### src/rtl/if_stage.sv
// rtl/if_stage.sv - instruction fetch stage with in-order fetch queue and branch redirect
module if_stage #(
  parameter int                  PC_WIDTH   = 32,
  parameter int                  INST_WIDTH = 32,
  parameter logic [PC_WIDTH-1:0] RESET_PC   = '0,
  parameter int                  DEPTH      = 2
) (
  input  logic                  clk,
  input  logic                  reset,
  output logic                  imem_req_valid,
  input  logic                  imem_req_ready,
  output logic [PC_WIDTH-1:0]   imem_req_addr,
  input  logic                  imem_resp_valid,
  input  logic [INST_WIDTH-1:0] imem_resp_inst,
  input  logic                  redirect,
  input  logic [PC_WIDTH-1:0]   redirect_pc,
  input  logic [PC_WIDTH-1:0]   jump,
  output logic                  inst_valid,
  input  logic                  inst_ready,
  output logic [INST_WIDTH-1:0] inst,
  output logic [PC_WIDTH-1:0]   inst_pc
);

  localparam int PTR_W  = $clog2(DEPTH);
  localparam int CNT_W  = PTR_W + 1;
  localparam int DROP_W = PTR_W + 4;
  localparam logic [INST_WIDTH-1:0] NOP     = INST_WIDTH'(32'h0000_0013);
  localparam logic [PC_WIDTH-1:0]   PC_MASK = {{(PC_WIDTH-2){1'b1}}, 2'b00};

  logic [PC_WIDTH-1:0]   pc_q, pc_d;
  logic [PTR_W-1:0]      head_q, head_d, tail_q, tail_d, fptr_q, fptr_d;
  logic [CNT_W-1:0]      count_q, count_d, unfilled_q, unfilled_d;
  logic [DROP_W-1:0]     drop_q, drop_d, outstanding;
  logic [PC_WIDTH-1:0]   slot_pc_q     [DEPTH];
  logic [PC_WIDTH-1:0]   slot_pc_d     [DEPTH];
  logic [INST_WIDTH-1:0] slot_inst_q   [DEPTH];
  logic [INST_WIDTH-1:0] slot_inst_d   [DEPTH];
  logic                  slot_filled_q [DEPTH];
  logic                  slot_filled_d [DEPTH];
  logic                  accept, pop, fill;

  // Request valid depends only on state, never on this cycle's inputs
  assign imem_req_valid = reset && (count_q != CNT_W'(DEPTH));
  assign imem_req_addr  = pc_q;
  assign inst_valid     = (count_q != '0) && slot_filled_q[head_q];
  assign inst           = inst_valid ? slot_inst_q[head_q] : NOP;
  assign inst_pc        = inst_valid ? slot_pc_q[head_q] : '0;

  always_comb begin
    pc_d          = pc_q;
    head_d        = head_q;
    tail_d        = tail_q;
    fptr_d        = fptr_q;
    count_d       = count_q;
    unfilled_d    = unfilled_q;
    drop_d        = drop_q;
    slot_pc_d     = slot_pc_q;
    slot_inst_d   = slot_inst_q;
    slot_filled_d = slot_filled_q;
    outstanding   = '0;
    fill          = 1'b0;
    accept        = imem_req_valid && imem_req_ready;
    pop           = inst_valid && inst_ready;

    if (redirect) begin
      pc_d       = (redirect_pc + jump) & PC_MASK;
      head_d     = '0;
      tail_d     = '0;
      fptr_d     = '0;
      count_d    = '0;
      unfilled_d = '0;
      for (int i = 0; i < DEPTH; i++) slot_filled_d[i] = 1'b0;
      // Every response still in flight is now stale, including one accepted this cycle
      outstanding = drop_q + DROP_W'(unfilled_q) + DROP_W'(accept);
      drop_d = (imem_resp_valid && outstanding != '0) ? outstanding - DROP_W'(1) : outstanding;
    end else begin
      if (imem_resp_valid) begin
        if (drop_q != '0) begin
          drop_d = drop_q - DROP_W'(1);
        end else if (unfilled_q != '0) begin
          fill                  = 1'b1;
          slot_inst_d[fptr_q]   = imem_resp_inst;
          slot_filled_d[fptr_q] = 1'b1;
          fptr_d                = fptr_q + PTR_W'(1);
        end
      end
      if (pop) begin
        slot_filled_d[head_q] = 1'b0;
        head_d                = head_q + PTR_W'(1);
      end
      if (accept) begin
        slot_pc_d[tail_q]     = pc_q;
        slot_filled_d[tail_q] = 1'b0;
        tail_d                = tail_q + PTR_W'(1);
        pc_d                  = pc_q + PC_WIDTH'(4);
      end
      count_d    = count_q + CNT_W'(accept) - CNT_W'(pop);
      unfilled_d = unfilled_q + CNT_W'(accept) - CNT_W'(fill);
    end
  end

  always_ff @(posedge clk or negedge reset) begin
    if (!reset) begin
      pc_q       <= RESET_PC;
      head_q     <= '0;
      tail_q     <= '0;
      fptr_q     <= '0;
      count_q    <= '0;
      unfilled_q <= '0;
      drop_q     <= '0;
      for (int i = 0; i < DEPTH; i++) begin
        slot_pc_q[i]     <= '0;
        slot_inst_q[i]   <= '0;
        slot_filled_q[i] <= 1'b0;
      end
    end else begin
      pc_q          <= pc_d;
      head_q        <= head_d;
      tail_q        <= tail_d;
      fptr_q        <= fptr_d;
      count_q       <= count_d;
      unfilled_q    <= unfilled_d;
      drop_q        <= drop_d;
      slot_pc_q     <= slot_pc_d;
      slot_inst_q   <= slot_inst_d;
      slot_filled_q <= slot_filled_d;
    end
  end

endmodule
### config.mk
export PLATFORM = sky130hd
export DESIGN_NAME = if_stage
export DESIGN_NICKNAME = d
export VERILOG_FILES = /design/src/rtl/if_stage.sv
export SDC_FILE = /design/constraint.sdc
export NUM_CORES = 1
export LEC_CHECK = 0
export ABC_CLOCK_PERIOD_IN_PS = 6610
export CAP_MARGIN = 25
export CORE_ASPECT_RATIO = 1.2
export CORE_UTILIZATION = 56
export CTS_CLUSTER_DIAMETER = 80
export DETAILED_ROUTE_END_ITERATION = 10
export GPL_ROUTABILITY_DRIVEN = 0
export HOLD_SLACK_MARGIN = 0.06
export PLACE_DENSITY = 0.95
export SLEW_MARGIN = 10
export SYNTH_ARGS = -nofsm -noshare
export SYNTH_HDL_FRONTEND = slang
export SYNTH_SLANG_ARGS = --single-unit
### constraint.sdc
create_clock -name clk -period 6.61 [get_ports clk]
set_input_delay 1.322 -clock clk [delete_from_list [all_inputs] [get_ports clk]]
set_output_delay 1.322 -clock clk [all_outputs]
set_load 0.005 [all_outputs]
Word level (Yosys, flattened, before mapping):

Index checks and enable logic that the tools add are counted.
W data, S select, Z words.

* flip-flop bits (word level): 174
* word-level logic and storage cells: 116
* bits of input ports: 102

* magnitude comparators: 6
* $add $sub $neg: 13
* eq/ne operators: 2
* bitwise logic cells: 10
* muxes and demuxes: 51
* reduce and logical (&&, ||, !) cells: 21

Operator list (number)
* $mux W32: 12
* $bwmux W64: 2
* $demux W32 S1: 2
* $add A32 B3 Y32 const B: 1
* $add A32 B32 Y32: 1
* $mux W2: 10
* $mux W5: 4
* $mux W1: 18
* $reduce_bool A2 Y1: 7
* $reduce_bool A5 Y1: 2
* $sub A5 B1 Y5 const B: 2
* $logic_and A1 B1 Y1: 8
* $ge A2 B2 Y1 const B: 3
* $lt A2 B1 Y1 const B: 3
* $not A1 Y2: 3
* $add A5 B1 Y5: 1
* $add A5 B2 Y5: 1
* $add A2 B1 Y2: 2
* $and A2 B2 Y2: 2
* $ne A2 B2 Y1 const B: 2
* $not A2 Y2: 2
* $reduce_and A2 Y1: 2
* $reduce_and A4 Y1: 1
* $sub A2 B1 Y2: 2
* other kinds (5): 10

Logic depth before layout (Yosys ltp):

Gate-level depths: netlist of run 1.

* word-level depth: 16
* gate-level depth with buffers: 14
* mapped depth without buffers: 13

Worst setup path after synthesis of run 1:

Ideal clock, no wire load.

* path type: input -> register
* from: in imem_req_ready
* to: reg drop_q[2]
* slack: 3.039 ns
* stages: 13
* path buffers: 1
* data arrival time: 3.441 ns
* cells stage by stage: and3_1 buf_2 inv_2 fa_1 inv_1 fa_1 inv_1 ha_1 nand3_1 o211ai_1 xnor2_1 a21oi_1 xnor2_1

* longest elaborated chain between the ends: 6
* elaborated cells between the ends (all ways): 7

RTL lines
* from (decl): RTL line 11 `input logic imem_req_ready,`
* $logic_and A1 B1 Y1 (*): RTL line 62 `accept = imem_req_valid && imem_req_ready;`
* $add A5 B1 Y5 (*): RTL line 74 `outstanding = drop_q + DROP_W'(unfilled_q) + DROP_W'(accept);`
* branches (longest 2 deep; another with $sub A5 B1 Y5)
* $mux W5 (*): RTL line 75 `drop_d = (imem_resp_valid && outstanding != '0) ? outstanding - DROP_W'(1) : outstanding;`
* $mux W5 (*): RTL line 65 `if (redirect) begin`
* to (signal assigned): RTL line 123 `drop_q <= drop_d;`
* to (decl): RTL line 33 `logic [DROP_W-1:0] drop_q, drop_d, outstanding;`

Mark *: on every way between the ends.
A chain may end at the register's enable or synchronous reset.

Final worst setup path of run 1:

* from: reg head_q
* to: out inst[4]

* longest elaborated chain between the ends: 6
* elaborated cells between the ends (all ways): 9

RTL lines
* from (decl): RTL line 31 `logic [PTR_W-1:0] head_q, head_d, tail_q, tail_d, fptr_q, fptr_d;`
* from (signal assigned): RTL line 105 `head_q <= '0;`
* from (signal assigned): RTL line 118 `head_q <= head_d;`
* $not A1 Y2 (not written as such) (*): RTL line 45, 46
* $mux W1 (not written as such) (3 in series): RTL line 45 `assign inst_valid = (count_q != '0) && slot_filled_q[head_q];`
* $logic_and A1 B1 Y1: RTL line 45
* $mux W32 (*): RTL line 46 `assign inst = inst_valid ? slot_inst_q[head_q] : NOP;`
* to (decl): RTL line 20 `output logic [INST_WIDTH-1:0] inst,`

Mark *: on every way between the ends. The rest lies on a longest branch, timed or not. The select of a mux whose other input is x is not followed.

==> results of run 1 <==
cells by family after synthesis:
family | share of synthesized area [%]
buf+inv | 2.92
compound gates | 8.35
other cells | 0.0388
xor+xnor | 5.90
simple gates | 12.5
fa+ha+maj | 5.60
mux | 21.2
flops | 43.5
how the worst max path moves through the flow:
| stage | from | slack [ps] | end |
|---|---|---|---|
| final | head_q | 2370 | inst[4] |
| after floorplan | imem_req_ready | 3040 | drop_q[2] |
| after detailed placement | imem_req_ready | 2120 | drop_q[2] |
| after global routing | head_q | 2240 | inst[1] |
| after CTS | head_q | 2340 | inst[4] |
| after global placement | imem_req_ready | 2340 | drop_q[2] |
critical path: cells and delay by family (launching register included):
| family | cells | cell delay [ps] |
|---|---|---|
| simple gates | 1 | 120 |
| flops | 1 | 500 |
| compound gates | 1 | 670 |
| buf+inv | 3 | 1200 |
routing by layer:
metal | GRT usage, % | share of wire (%)
met1 | 34.6 | 40
met3 | 5.29 | 5.8
met5 | 0 | 0
met4 | 13.0 | 3.6
met2 | 49.5 | 51
state kept, by name (all words and copies together) (netlist names):
register       cells
imem_req_addr     30
fptr_q             1
slot_pc_q         60
drop_q             5
slot_inst_q       64
slot_filled_q      2
head_q             1
unfilled_q         2
count_q            2
tail_q             1
per-stage QoR:
step,power (uW),area (um^2),hold WS [ps]
after global placement,2210,11800,488
after detailed placement,2280,11800,495
final,3320,12400,505
after global routing,3470,12400,520
after CTS,3310,12400,510
after floorplan,1930,9670,480
cell usage after synthesis, drive strengths merged (3+ instances only):
cell / n
a31oi: 5
nand2b: 4
ha: 40
nor3: 15
o21ai: 22
nor4: 8
xnor2: 42
dfrtp: 168
a211oi: 6
nor2b: 5
nand4: 13
xor2: 23
or3: 3
o21a: 5
nand2: 47
and2: 7
a221oi: 3
o211ai: 4
nor2: 98
a31o: 3
a2111oi: 4
clkbuf: 28
inv: 20
mux2i: 65
mux2: 124
nand3: 28
a21oi: 39
a21o: 13
and3: 9
or4b: 3
buf: 19
and4: 6
area by class of cell:
cell class | count | area, um^2
timing repair buffer | 206 | 2050
tap | 216 | 270
inverter | 21 | 78.8
clock buffer | 18 | 429
clock inverter | 14 | 171
fill | 1090 | 4430
sequential | 168 | 4210
multi-input combinational | 674 | 5210
power by group through the flow:
stage	logic, uW	clock network [uW]	registers (uW)
after floorplan	543	0	1390
after global placement	766	0	1440
after detailed placement	812	0	1470
after CTS	835	1020	1460
after global routing	914	1070	1490
final	839	1010	1470
==> run summary, run 1 <==
Run status -> finished, final reports clean
Ratio of cells with drive above 1 in the final layout -> 16.9%
Fin crit share -> 64.1%
Dpl ws -> 2120 ps
Switching power -> 1020 uW
Maximum resistive drop on vdd -> 0.000198 V
Fmax -> 236 MHz
Via density -> 5.91
Final slew viol count -> 0
CTS tree -> done
First-pass DRT Iterations -> 5
Leakage -> 0.00518 uW
Clock transition at path regs -> 60 ps
Ant. Diodes -> 0
Placed Cells -> 1,285
Flops & latches, synth -> 168
Worst-margin pin slew -> 863 ps
Bufs on Longest Clock Path -> 2
Synth async-reset ratio -> 100%
Fin Setup TNS -> 0 ps
CTS root buffer -> clkbuf_16
Reg-to-reg endpoint -> drop_q[2]
CTS Buf Count -> 17
Post-DP HPWL -> 16,800 um
Overall routing resource usage -> 28.8%
Core Region -> 16,900 um^2
Global-route wire length before repair -> 40,200 um
Pint -> 2300 uW
WP data required -> 5290 ps
Final ANT Viol Nets -> 0
PortBufs -> 195
FF-to-FF path depth -> 13
Area Overhead vs Synth -> 28.6%
Number of global-route vias before repair -> 8,083
P per Cell Area -> 267 nW/um^2
Nets -> 1,232
Reg power frac -> 44.2%
Hold Path Depth -> 1
CTS H-tree depth -> 4
Routed len/inst -> 18.6 um
Grt ovf -> 0
Max_cap viols -> 0
Fin crit period -> 4240 ps
Worst clock skew -> 7.38 ps
Layout Cells excl Fill -> 1,317
Die H -> 146 um
Post-CTS Resized -> 0
Largest net degree at the start of global routing -> 69
Clock network fraction of total power -> 30.5%
Via count -> 7,784
Switching share of power -> 30.6%
Synth warn -> 0
Crit Path Category -> reg -> out
RSZ-0062 raised after global routing -> no
Worst relative slew slack -> 42.5%
Commonest non-fill, non-tap cells in the layout -> clkdlybuf4s50_1, dfrtp_1, mux2_2, nor2_1, mux2i_1
Ports -> 200
First DRT Iteration DRCs -> 595
Hold bufs inserted after CTS -> 0
R2r startpoint -> count_q[0]
Combinational power share -> 25.3%
Crit-path slowest cell -> o221ai_4
Seq/Total Area, Yosys -> 43.5%
DRC -> 0
Crit-path cells -> o221ai_4, buf_4, inv_1, nand2_1, clkdlybuf4s50_1
CP max stage delay -> 670 ps
Post-CTS setup buffers -> 0
Startpoint types -> register
Number of flops mapped to enable cells by yosys -> 0
Hold Crit Start -> slot_inst_q[15]
Die width -> 122 um
Syn avg cell area -> 10.6 um^2
Top_reg_cell synth -> dfrtp_1
Crit path capture type -> output pin
Post-synth top area share -> 43.5%
Post-Syn Area -> 9650 um^2
Final WL -> 24,500 um
Critical path arrival -> 2920 ps
Syn Inst Count -> 907
Post-layout util -> 73.7%
Starting density of the core -> 57.3%
Top cells by area, synth -> dfrtp_1, mux2_2, mux2i_1
Die area -> 17,800 um^2
Setup Viol. Count Final -> 0
Commonest non-fill, non-tap cell in the layout -> clkdlybuf4s50_1
Synth area leader -> dfrtp_1
Reg2reg setup slack -> 3170 ps
Fin worst setup slack -> 2370 ps
Library cells used by synthesis -> 59
Row Count -> 52
# clock sinks -> 168
Final hold vios -> 0
Worst Hold Class -> reg -> reg
Crit Path Max Fanout -> 33
Worst skew pair latency -> 420 ps
WHS Endpoint -> slot_inst_q[15]
Initial antenna violation count -> 0
Note: power is estimated with default switching activity, not from simulation.
==> inputs of run 2 (changes only) <==
--- a/config.mk
+++ b/config.mk
@@ -5,15 +5,15 @@
 export SDC_FILE = /design/constraint.sdc
 export NUM_CORES = 1
 export LEC_CHECK = 0
-export ABC_CLOCK_PERIOD_IN_PS = 6610
+export ABC_CLOCK_PERIOD_IN_PS = 3950
 export CAP_MARGIN = 25
 export CORE_ASPECT_RATIO = 1.2
-export CORE_UTILIZATION = 56
+export CORE_UTILIZATION = 52
 export CTS_CLUSTER_DIAMETER = 80
 export DETAILED_ROUTE_END_ITERATION = 10
 export GPL_ROUTABILITY_DRIVEN = 0
 export HOLD_SLACK_MARGIN = 0.06
-export PLACE_DENSITY = 0.95
+export PLACE_DENSITY = 0.92
 export SLEW_MARGIN = 10
 export SYNTH_ARGS = -nofsm -noshare
 export SYNTH_HDL_FRONTEND = slang
==> constraint.sdc (replaced) <==
create_clock -name clk -period 3.95 [get_ports clk]
set_input_delay 0.79 -clock clk [delete_from_list [all_inputs] [get_ports clk]]
set_output_delay 0.79 -clock clk [all_outputs]
set_load 0.005 [all_outputs]
==> run summary, run 2 (synthesized netlist as in run 1, its figures left out) <==
Final ANT Viol Nets -> 0
Largest register FFs -> 64
Starting density of the core -> 53.1%
Largest net degree at the start of global routing -> 86
FF-to-FF path depth -> 13
Setup Viol. Count Final -> 0
First DRT Iteration DRCs -> 474
Die area -> 19,100 um^2
PortBufs -> 195
Max_cap viols -> 0
Area Overhead vs Synth -> 29.5%
Fin Setup TNS -> 0 ps
Biggest register -> slot_inst_q
Routed len/inst -> 17.5 um
Commonest non-fill, non-tap cells in the layout -> clkdlybuf4s50_1, dfrtp_1, mux2_2, nor2_1, mux2i_1
Ports -> 200
# clock sinks -> 168
Critical path arrival -> 2610 ps
Via density -> 5.73
P per Cell Area -> 443 nW/um^2
Final hold vios -> 0
Crit Path Max Fanout -> 21
Initial antenna violation count -> 1
Crit-path cells -> nand2b_1, o221ai_4, buf_4, nor2_1, clkdlybuf4s50_1
Placed Cells -> 1,296
Global-route wire length before repair -> 37,600 um
CTS H-tree depth -> 4
CTS tree -> done
Bufs on Longest Clock Path -> 2
Die width -> 126 um
Ratio of cells with drive above 1 in the final layout -> 17.4%
Fmax -> 294 MHz
Overall routing resource usage -> 25.0%
WP data required -> 3160 ps
Worst-margin pin slew -> 729 ps
Core Region -> 18,200 um^2
Via count -> 7,627
Clock transition at path regs -> 70 ps
Leakage -> 0.00522 uW
Fin crit period -> 3400 ps
Nets -> 1,237
Grt ovf -> 0
Commonest non-fill, non-tap cell in the layout -> clkdlybuf4s50_1
CP max stage delay -> 610 ps
Die H -> 151 um
CTS Buf Count -> 17
First-pass DRT Iterations -> 5
Worst Hold Class -> in -> async
Row Count -> 54
Run status -> finished, final reports clean
Maximum resistive drop on vdd -> 0.000338 V
Post-DP HPWL -> 16,600 um
Hold bufs inserted after CTS -> 0
Crit path capture type -> output pin
Layout Cells excl Fill -> 1,331
CTS root buffer -> clkbuf_16
Final slew viol count -> 0
RSZ-0062 raised after global routing -> no
Worst relative slew slack -> 51.0%
Post-CTS setup buffers -> 0
Fin crit share -> 86.0%
Number of global-route vias before repair -> 7,630
Post-CTS Resized -> 0
DRC -> 0
Worst skew pair latency -> 420 ps
Final WL -> 23,300 um
Crit Path Category -> reg -> out
Startpoint types -> register
Worst clock skew -> 12.1 ps
Crit-path slowest cell -> dfrtp_4
[run 2: layout make-up]
type                    instances  area (um^2)
well taps                     224          280
repair buffers                211         2110
flip-flops and latches        168         4210
inverters                      21         78.8
clock inverters                14          186
diodes                          1         2.50
clock buffers                  18          429
fillers                      1299         5670
multi-input cells             674         5210
[run 2: per-stage QoR]
step | cell area (um^2) | power (uW) | setup WS [ps] | hold slack, ps | util, %
after global placement | 11800 | 3680 | 462 | 487 | 65.2
after floorplan | 9670 | 3230 | 911 | 480 | -
after CTS | 12500 | 5540 | 524 | 146 | 68.5
after global routing | 12500 | 5820 | 418 | 146 | 68.8
after detailed placement | 11800 | 3770 | 413 | 495 | 65.2
final | 12500 | 5530 | 552 | 156 | 68.8
[run 2: power by group]
| group | internal [uW] | switching, uW | leakage [uW] |
|---|---|---|---|
| Clock | 1020 | 729 | 0.000306 |
| Combinational | 761 | 590 | 0.00277 |
| Sequential | 2090 | 343 | 0.00215 |
[run 2: path summary, 6_finish.rpt]
kind | from | endpoint | slack [ps]
max | head_q | inst_pc[14] | 550
max in group asynchronous | reset | tail_q | 2780
min reg2reg | slot_inst_q[34] | slot_inst_q[34] | 510
max reg2reg | count_q[0] | drop_q[3] | 1030
min | reset | slot_pc_q[60] | 160
min in group clk | slot_inst_q[34] | slot_inst_q[34] | 510
[run 2: critical path, delay by kind of cell (launching register included)]
family	cells	cell delay [ps]
simple gates	2	380
flops	1	610
buf+inv	2	880
compound gates	1	310
[run 2: routing by layer]
metal / global-route usage (%) / vias to the layer above / part of all wire, %
li1: - / 3591 / -
met1: 30.5 / 3731 / 41
met2: 44.2 / 265 / 52
met3: 3.60 / 40 / 5.0
met4: 10.7 / 0 / 2.0
met5: 0 / - / 0
==> inputs of run 3 (changes only) <==
--- a/config.mk
+++ b/config.mk
@@ -7,13 +7,15 @@
 export LEC_CHECK = 0
 export ABC_CLOCK_PERIOD_IN_PS = 3950
 export CAP_MARGIN = 25
+export CELL_PAD_IN_SITES_DETAIL_PLACEMENT = 1
+export CELL_PAD_IN_SITES_GLOBAL_PLACEMENT = 1
 export CORE_ASPECT_RATIO = 1.2
-export CORE_UTILIZATION = 52
+export CORE_UTILIZATION = 40
 export CTS_CLUSTER_DIAMETER = 80
 export DETAILED_ROUTE_END_ITERATION = 10
 export GPL_ROUTABILITY_DRIVEN = 0
 export HOLD_SLACK_MARGIN = 0.06
-export PLACE_DENSITY = 0.92
+export PLACE_DENSITY = 0.91
 export SLEW_MARGIN = 10
 export SYNTH_ARGS = -nofsm -noshare
 export SYNTH_HDL_FRONTEND = slang
==> run summary, run 3 (synthesized netlist as in run 1, its figures left out) <==
# clock sinks -> 168
CP max stage delay -> 680 ps
CTS root buffer -> clkbuf_16
DRC -> 0
Row Count -> 61
Ratio of cells with drive above 1 in the final layout -> 17.0%
Worst Hold Class -> in -> async
Commonest non-fill, non-tap cells in the layout -> clkdlybuf4s50_1, dfrtp_1, mux2_2, nor2_1, mux2i_1
Crit Path Max Fanout -> 22
RSZ-0062 raised after global routing -> no
Die area -> 24,800 um^2
Crit-path cells -> o221ai_4, inv_1, nand2_1, clkdlybuf4s50_1
Grt ovf -> 0
Crit path capture type -> output pin
Fin crit share -> 85.9%
Bufs on Longest Clock Path -> 2
Final ANT Viol Nets -> 0
Dpl cell area -> 12,000 um^2
Max_cap viols -> 0
Fmax -> 295 MHz
Via count -> 7,717
Die width -> 144 um
Clock transition at path regs -> 60 ps
Final slew viol count -> 0
CTS H-tree depth -> 4
Post-CTS setup buffers -> 0
Leakage -> 0.00520 uW
Largest net degree at the start of global routing -> 74
Setup Viol. Count Final -> 0
Post-DP HPWL -> 19,700 um
WP data required -> 3160 ps
Via density -> 5.43
Global-route wire length before repair -> 43,600 um
Post-CTS Resized -> 0
Critical path arrival -> 2600 ps
Top delay family on crit path -> buffers and inverters
First-pass DRT Iterations -> 4
Final instance area -> 12,600 um^2
Largest register FFs -> 64
Crit path buf inv count -> 2
Ports -> 200
Final WL -> 27,500 um
Crit-path slowest cell -> o221ai_4
Startpoint types -> register
Crit Path Category -> reg -> out
Maximum resistive drop on vdd -> 0.000329 V
Overall routing resource usage -> 22.8%
Commonest non-fill, non-tap cell in the layout -> clkdlybuf4s50_1
Worst-margin pin slew -> 872 ps
PortBufs -> 195
Biggest register -> slot_inst_q
Die H -> 172 um
Final hold vios -> 0
Worst clock skew -> 9.78 ps
Fin Setup TNS -> 0 ps
Fin crit period -> 3390 ps
Number of global-route vias before repair -> 8,510
Routed len/inst -> 19.4 um
Starting density of the core -> 41.2%
Core Region -> 23,400 um^2
Run status -> finished, final reports clean
Worst skew pair latency -> 420 ps
P per Cell Area -> 436 nW/um^2
Hold bufs inserted after CTS -> 0
Initial antenna violation count -> 1
CTS tree -> done
Nets -> 1,237
Filler cells -> 2,542
First DRT Iteration DRCs -> 319
Worst relative slew slack -> 41.9%
CTS Buf Count -> 17
Area Overhead vs Synth -> 30.4%
run 3: final timing paths:
check	start	to	slack, ps	cells past startpoint
worst min register to register	slot_inst_q[18]	slot_inst_q[18]	500	1
max in group asynchronous	reset	slot_inst_q[63]	2360	3
worst max register to register	count_q[0]	drop_q[1]	980	12
min in group clk	slot_inst_q[18]	slot_inst_q[18]	500	1
worst max-delay path	head_q	inst[4]	560	4
worst min-delay path	reset	slot_pc_q[48]	190	1
run 3: layer usage:
| layer | global-route usage [%] | routed length [um] | vias to the layer above | part of all wire (%) |
|---|---|---|---|---|
| li1 | - | - | 3584 | - |
| met1 | 26.1 | 11100 | 3861 | 40 |
| met2 | 41.3 | 14400 | 218 | 52 |
| met3 | 4.29 | 1290 | 54 | 4.7 |
| met4 | 9.53 | 712 | 0 | 2.6 |
| met5 | 0 | 0 | - | 0 |
run 3: final cells by class:
cell class              count  area [um^2]  share of cell area, %
well taps                 315          394                   3.13
clock inverters             8         97.6                  0.776
repair buffers            211         2130                   16.9
clock buffers              23          468                   3.72
flip-flops and latches    168         4210                   33.4
inverters                  21         78.8                  0.626
diodes                      1         2.50                 0.0199
multi-input cells         674         5210                   41.4
run 3: stage by stage:
step | power [uW] | util [%] | hold slack (ps) | cells | worst slack [ps]
floorplan | 3230 | - | 480 | 910 | 911
global placement | 3710 | 51.2 | 488 | 1388 | 423
detailed placement | 3830 | 51.2 | 495 | 1388 | 356
CTS | 5510 | 53.6 | 176 | 1419 | 474
global route | 5760 | 53.7 | 180 | 1421 | 402
finish | 5480 | 53.7 | 192 | 1421 | 555
run 3: where the power goes:
part | internal [uW] | switching (uW) | total, uW
combinational | 764 | 639 | 1400
clock | 958 | 668 | 1630
sequential | 2090 | 362 | 2460
